<file path="config.mk">
export PLATFORM = sky130hd
export DESIGN_NAME = ex_muldiv_unit
export DESIGN_NICKNAME = d
export VERILOG_FILES = /design/src/rtl/ex_muldiv_unit.sv
export SDC_FILE = /design/constraint.sdc
export NUM_CORES = 1
export LEC_CHECK = 0
export CAP_MARGIN = 20
export CELL_PAD_IN_SITES_DETAIL_PLACEMENT = 1
export CELL_PAD_IN_SITES_GLOBAL_PLACEMENT = 2
export CORE_MARGIN = 2
export CORE_UTILIZATION = 31
export CTS_CLUSTER_DIAMETER = 80
export DETAILED_ROUTE_END_ITERATION = 12
export PLACE_DENSITY_LB_ADDON = 0.1
export REMOVE_ABC_BUFFERS = 1
export SLEW_MARGIN = 0
export SYNTH_ARGS = -nofsm -noshare
export SYNTH_HDL_FRONTEND = slang
export SYNTH_SLANG_ARGS = --single-unit
</file>
<file path="constraint.sdc">
create_clock -name clk -period 4.4 [get_ports clk]
set_input_delay 0.66 -clock clk [delete_from_list [all_inputs] [get_ports clk]]
set_output_delay 0.66 -clock clk [all_outputs]
set_load 0.02 [all_outputs]
</file>
<file path="src/rtl/ex_muldiv_unit.sv">
// ex_muldiv_unit: iterative RV32M multiply/divide unit for the EX stage.
// Inputs : clk, reset (sync, active-low), OPCODE_EX/FUNCT3_EX/FUNCT7_EX,
//          REG_DATA1_EX/REG_DATA2_EX (rs1/rs2), RD_EX, flush.
// Outputs: MDU_STALL (comb), MDU_DONE strobe, MDU_RESULT, MDU_RD.
module ex_muldiv_unit #(
   parameter int unsigned WIDTH    = 32,
   parameter logic [6:0]  OP_RTYPE = 7'b0110011,
   parameter logic [6:0]  FUNCT7_M = 7'b0000001
) (
   input  logic             clk,
   input  logic             reset,
   input  logic [6:0]       OPCODE_EX,
   input  logic [2:0]       FUNCT3_EX,
   input  logic [6:0]       FUNCT7_EX,
   input  logic [WIDTH-1:0] REG_DATA1_EX,
   input  logic [WIDTH-1:0] REG_DATA2_EX,
   input  logic [4:0]       RD_EX,
   input  logic             flush,
   output logic             MDU_STALL,
   output logic             MDU_DONE,
   output logic [WIDTH-1:0] MDU_RESULT,
   output logic [4:0]       MDU_RD
);

   localparam int unsigned W = WIDTH;
   localparam logic [5:0] LAST = 6'(W - 1);
   localparam logic [W-1:0] MIN_NEG = {1'b1, {(W-1){1'b0}}};

   typedef enum logic [1:0] {IDLE, CALC, DONE} state_t;

   state_t         state_q;
   logic [5:0]     cnt_q;
   logic [2:0]     f3_q;
   logic [4:0]     rd_q;
   logic [W-1:0]   op_q;
   logic [W-1:0]   rs1_q;
   logic [2*W-1:0] p_q;
   logic [2*W-1:0] p_d;
   logic           neg_q;
   logic           dz_q;
   logic           ovf_q;
   logic           done_q;
   logic [W-1:0]   res_q;
   logic [4:0]     rdo_q;

   logic           is_m;
   logic           s1_sig;
   logic           s2_sig;
   logic           sa;
   logic           sb;
   logic [W-1:0]   abs1;
   logic [W-1:0]   abs2;
   logic           neg_d;
   logic           dz_d;
   logic           ovf_d;

   assign is_m = (OPCODE_EX == OP_RTYPE) && (FUNCT7_EX == FUNCT7_M);

   // Signed rs1: MUL/MULH/MULHSU/DIV/REM. Signed rs2: same minus MULHSU.
   assign s1_sig = !(FUNCT3_EX[0] && (FUNCT3_EX[1] || FUNCT3_EX[2]));
   assign s2_sig = s1_sig && (FUNCT3_EX != 3'd2);
   assign sa     = s1_sig && REG_DATA1_EX[W-1];
   assign sb     = s2_sig && REG_DATA2_EX[W-1];
   assign abs1   = sa ? -REG_DATA1_EX : REG_DATA1_EX;
   assign abs2   = sb ? -REG_DATA2_EX : REG_DATA2_EX;

   // Remainder follows the dividend; everything else follows s1^s2.
   assign neg_d = (FUNCT3_EX == 3'd6) ? sa : (sa ^ sb);
   assign dz_d  = FUNCT3_EX[2] && (REG_DATA2_EX == '0);
   assign ovf_d = FUNCT3_EX[2] && !FUNCT3_EX[0]
                  && (REG_DATA1_EX == MIN_NEG)
                  && (REG_DATA2_EX == '1);

   // Multiply: p = {acc, multiplier}, add then shift right.
   logic [W:0]     mul_sum;
   logic [2*W-1:0] mul_nxt;

   assign mul_sum = {1'b0, p_q[2*W-1:W]}
                  + (p_q[0] ? {1'b0, op_q} : '0);
   assign mul_nxt = {mul_sum, p_q[W-1:1]};

   // Divide: p = {rem, quotient}, shift left then trial subtract.
   logic [W:0]     t;
   logic           ge;
   logic [W-1:0]   sub;
   logic [2*W-1:0] div_nxt;

   assign t   = {p_q[2*W-1:W], p_q[W-1]};
   assign ge  = t >= {1'b0, op_q};
   assign sub = t[W-1:0] - op_q;
   assign div_nxt = ge ? {sub, p_q[W-2:0], 1'b1}
                       : {t[W-1:0], p_q[W-2:0], 1'b0};

   assign p_d = f3_q[2] ? div_nxt : mul_nxt;

   logic [2*W-1:0] prod_s;
   logic [W-1:0]   q_s;
   logic [W-1:0]   r_s;
   logic [W-1:0]   res_d;

   assign prod_s = neg_q ? -p_d : p_d;
   assign q_s    = neg_q ? -p_d[W-1:0] : p_d[W-1:0];
   assign r_s    = neg_q ? -p_d[2*W-1:W] : p_d[2*W-1:W];

   always_comb begin
      res_d = '0;
      if (!f3_q[2]) begin
         res_d = (f3_q[1:0] == 2'b00) ? prod_s[W-1:0]
                                      : prod_s[2*W-1:W];
      end else if (dz_q) begin
         res_d = f3_q[1] ? rs1_q : '1;
      end else if (ovf_q) begin
         res_d = f3_q[1] ? '0 : MIN_NEG;
      end else begin
         res_d = f3_q[1] ? r_s : q_s;
      end
   end

   always_ff @(posedge clk) begin
      if (!reset) begin
         state_q <= IDLE;
         cnt_q   <= '0;
         f3_q    <= '0;
         rd_q    <= '0;
         op_q    <= '0;
         rs1_q   <= '0;
         p_q     <= '0;
         neg_q   <= 1'b0;
         dz_q    <= 1'b0;
         ovf_q   <= 1'b0;
         done_q  <= 1'b0;
         res_q   <= '0;
         rdo_q   <= '0;
      end else begin
         done_q <= 1'b0;
         if (flush) begin
            state_q <= IDLE;
         end else begin
            unique case (state_q)
               IDLE: begin
                  if (is_m) begin
                     f3_q    <= FUNCT3_EX;
                     rd_q    <= RD_EX;
                     rs1_q   <= REG_DATA1_EX;
                     op_q    <= FUNCT3_EX[2] ? abs2 : abs1;
                     p_q     <= {{W{1'b0}},
                                 FUNCT3_EX[2] ? abs1 : abs2};
                     neg_q   <= neg_d;
                     dz_q    <= dz_d;
                     ovf_q   <= ovf_d;
                     cnt_q   <= '0;
                     state_q <= CALC;
                  end
               end
               CALC: begin
                  p_q   <= p_d;
                  cnt_q <= cnt_q + 6'd1;
                  if (cnt_q == LAST) begin
                     res_q   <= res_d;
                     rdo_q   <= rd_q;
                     done_q  <= 1'b1;
                     state_q <= DONE;
                  end
               end
               DONE: state_q <= IDLE;
               default: state_q <= IDLE;
            endcase
         end
      end
   end

   // No stall in DONE: ID/EX still holds the finished op and must advance.
   assign MDU_STALL = reset && !flush
                      && ((state_q == IDLE && is_m) || state_q == CALC);
   assign MDU_DONE   = done_q;
   assign MDU_RESULT = res_q;
   assign MDU_RD     = rdo_q;

endmodule

</file>
==> results of run 1 <==
-- metrics by stage --
stage | TNS, ps | hold slack, ps
final | -920 | 457
after detailed placement | -14760 | 449
after floorplan | -115750 | 431
after CTS | -719 | 459
after global routing | -3210 | 484
after global placement | -12160 | 437
-- layout make-up --
type,instances,area share (%)
Multi-Input combinational cell,2057,56.3
Timing Repair Buffer,665,21.7
Sequential cell,185,14.8
Tap cell,756,3.73
Clock buffer,22,1.79
Inverter,79,1.19
Clock inverter,10,0.469
Antenna cell,1,0.00987
-- what timing repair did --
item / in CTS / in global routing
gates cloned: 0 / 1
pin swaps: 73 / 83
endpoints found under the hold margin: 0 / 0
setup buffers: 38 / 20
resized for setup: 184 / 145
endpoints found under the setup margin: 30 / 28
-- worst max-delay path, cell delays in order (launching register included) --
cell and delay [ps]:
dfxtp_2 340, inv_2 50, ha_4 260, nand4_1 200
buf_4 220, nor4b_4 320, a32oi_2 190, buf_4 180
and3_4 150, o21ai_4 160, buf_12 190, o22ai_4 70
a21oi_4 150, or4b_4 540, or3_4 420, or4_4 560
buf_6 140, o2111ai_2 160, o211ai_1 110, nand2_1 80
-- synthesized netlist by cell type, types with 15 or more instances --
cell | n | area (um^2)
xor2_1 | 94 | 823
a211oi_1 | 47 | 353
a31oi_1 | 29 | 181
ha_1 | 69 | 863
a21oi_1 | 243 | 1220
or3_1 | 23 | 144
a22oi_1 | 29 | 218
nor2_1 | 267 | 1000
nor4_1 | 15 | 93.8
o21ai_0 | 138 | 691
nand4_1 | 35 | 219
o211ai_1 | 57 | 428
a21o_1 | 35 | 263
and2_1 | 43 | 269
clkbuf_1 | 131 | 492
o31ai_1 | 21 | 158
nor3_1 | 70 | 350
nand3_1 | 35 | 175
buf_2 | 19 | 95.1
o211a_1 | 15 | 150
xnor2_1 | 99 | 867
nand2b_1 | 22 | 138
nand2_1 | 351 | 1320
mux2i_1 | 48 | 480
o21a_1 | 18 | 135
dfxtp_1 | 185 | 3700
inv_1 | 77 | 289
and3_1 | 15 | 93.8
-- sequential cells by signal, indices dropped and copies added (netlist names), 2 cells and up --
register,flops
MDU_RD,5
MDU_RESULT,32
cnt_q,6
f3_q,3
op_q,32
p_q,64
rd_q,5
rs1_q,32
state_q,2
-- power by group --
group / switching [mW] / leakage [nW] / total [mW] / internal, mW
Combinational: 0.231 / 8.62 / 0.398 / 0.167
Sequential: 0.0000429 / 1.50 / 1.67 / 1.67
Clock: 0.786 / 0.271 / 1.64 / 0.851
Total: 1.02 / 10.4 / 3.71 / 2.69
-- final timing paths --
path,from,to,slack [ps]
max,op_q[25],MDU_RESULT[26],-140
min,rd_q[3],rd_q[3],460
max reg2reg,op_q[25],MDU_RESULT[26],-140
min reg2reg,rd_q[3],rd_q[3],460
-- layer usage --
| layer | track usage (%) | up-vias |
|---|---|---|
| met5 | 0 | - |
| met4 | 11.3 | 0 |
| met3 | 3.43 | 124 |
| met2 | 51.6 | 461 |
| met1 | 41.3 | 10400 |
| li1 | - | 10000 |
-- logic make-up (layout without fill, tap and decap cells) --
kind of cell    count (synthesis)  after routing  share of synthesized area (%)
buf+inv                       249            776                           5.92
other cells                     0              1                              0
simple gates                  953            953                           25.3
xor+xnor                      193            193                           9.65
flops                         185            185                           21.1
mux                            56             56                           3.26
compound gates                784            784                           29.5
fa+ha+maj                      71             71                           5.16
==> impl_results.md, run 1 <==
- Routed wire length: 93000 um
- Crit share post-route: 103%
- Max Fanout on Critical Path: 6
- Final setup margin: -141 ps
- IO Count: 128
- Non-Filler Instances: 3775
- Dpl hpwl: 73400 um
- Slew @ Worst Pin: 1140 ps
- Leak Pwr: 10.4 nW
- GPL Wtd Cong: 0.944
- Post-Syn Instances: 2491
- Wire length per cell: 24.6 um
- Initial antenna violation count: 5
- CTS root buf: clkbuf_16
- Tot GR Track Use: 31.0%
- Avg Inst Size Synth: 7.03 um^2
- CP Capture Type: register
- Post-synth EDFFs: 0
- DR pass1 iterations: 5
- Rel. slew slack: 23.9%
- Hold Path Class: reg2reg
- Met3 routed WL: 3460 um
- RSZ-0062 raised after global routing: true
- Final hold violations: 0
- Design Area, Final: 0.0254 mm^2
- Worst clock skew: 10.5 ps
- Setup Crit Path Kind: reg2reg
- Post-route ant nets: 0
- Multi-input gate area: 0.0143 mm^2
- CTS Sinks: 185
- Main flop type after synthesis: dfxtp_1
- Top Layer Used: met4
- Max-capacitance violation count: 0
- Initial Utilization: 31.2%
- Outcome: finished, violations left
- Most common cell after layout, fill and taps aside: buf_4
- Gr ovfl total: 0
- Dpl cells: 3690
- Post-layout util: 45.1%
- # DRC: 0
- Die width: 242 um
- Fmax: 0.220 GHz
- Vias in the first global route: 21800
- Core Area: 0.0562 mm^2
- R2R cell count: 19
- Worst Path Arrival: 5000 ps
- Starting DRT DRC Count: 1398
- Vias/cell: 5.55
- First-pass GRT wire length: 138000 um
- Yosys cell types: 98
- Ys async rst share: 0%
- Sequential share of the synthesized area: 21.1%
- Final min period: 4540 ps
- CP required: 4860 ps
- CTS Hold Bufs: 0
- Clock slew at reported path FFs: 70 ps
- Final Setup Violations: 15
- Hold Crit Depth: 2
- Worst VDD drop: 0.182 mV
- Yosys reg bits: 185
- Setup crit start kind: register
- # rows: 87
- Longest Clk Path Bufs: 2
- Mapped Area: 0.0175 mm^2
- Power per Cell Area: 146 mW/mm^2
- Vias: 21000
- Htree depth: 4
- Yosys warnings: 0
- Routed met1 length: 42800 um
- Register Area: 0.00374 mm^2
- Share of layout cells above drive strength 1: 27.5%
- Routed wl met2: 43400 um
- Die area: 0.0584 mm^2
- Port Buf Inserts: 127
- Clk_lat worst skew: 510 ps
- Total power: 3.71 mW
- Fill count: 6947
- CTS buffer count: 17
- Most frequent cells in the layout: buf_4 (500), nand2_1 (340), nor2_1 (256)
- Slew Limit Fails: 0
- CTS tree: done
- Chip Height: 242 um
- Area grow syn2layout: 44.7%
- Area after DPL: 0.0227 mm^2
- Final #Nets: 3165
- Largest net degree at the start of global routing: 86
- Pre-CTS WS: -797 ps
- Failing checks: setup timing
Power figures use the tool's default switching activity.
==> run 2, diff against run 1 <==
--- a/config.mk
+++ b/config.mk
@@ -12,6 +12,7 @@
 export CORE_UTILIZATION = 31
 export CTS_CLUSTER_DIAMETER = 80
 export DETAILED_ROUTE_END_ITERATION = 12
+export GPL_ROUTABILITY_DRIVEN = 1
 export PLACE_DENSITY_LB_ADDON = 0.1
 export REMOVE_ABC_BUFFERS = 1
 export SLEW_MARGIN = 0
==> results of run 2 <==
No change in the layout: final DEF, timing and power equal those of run 1.
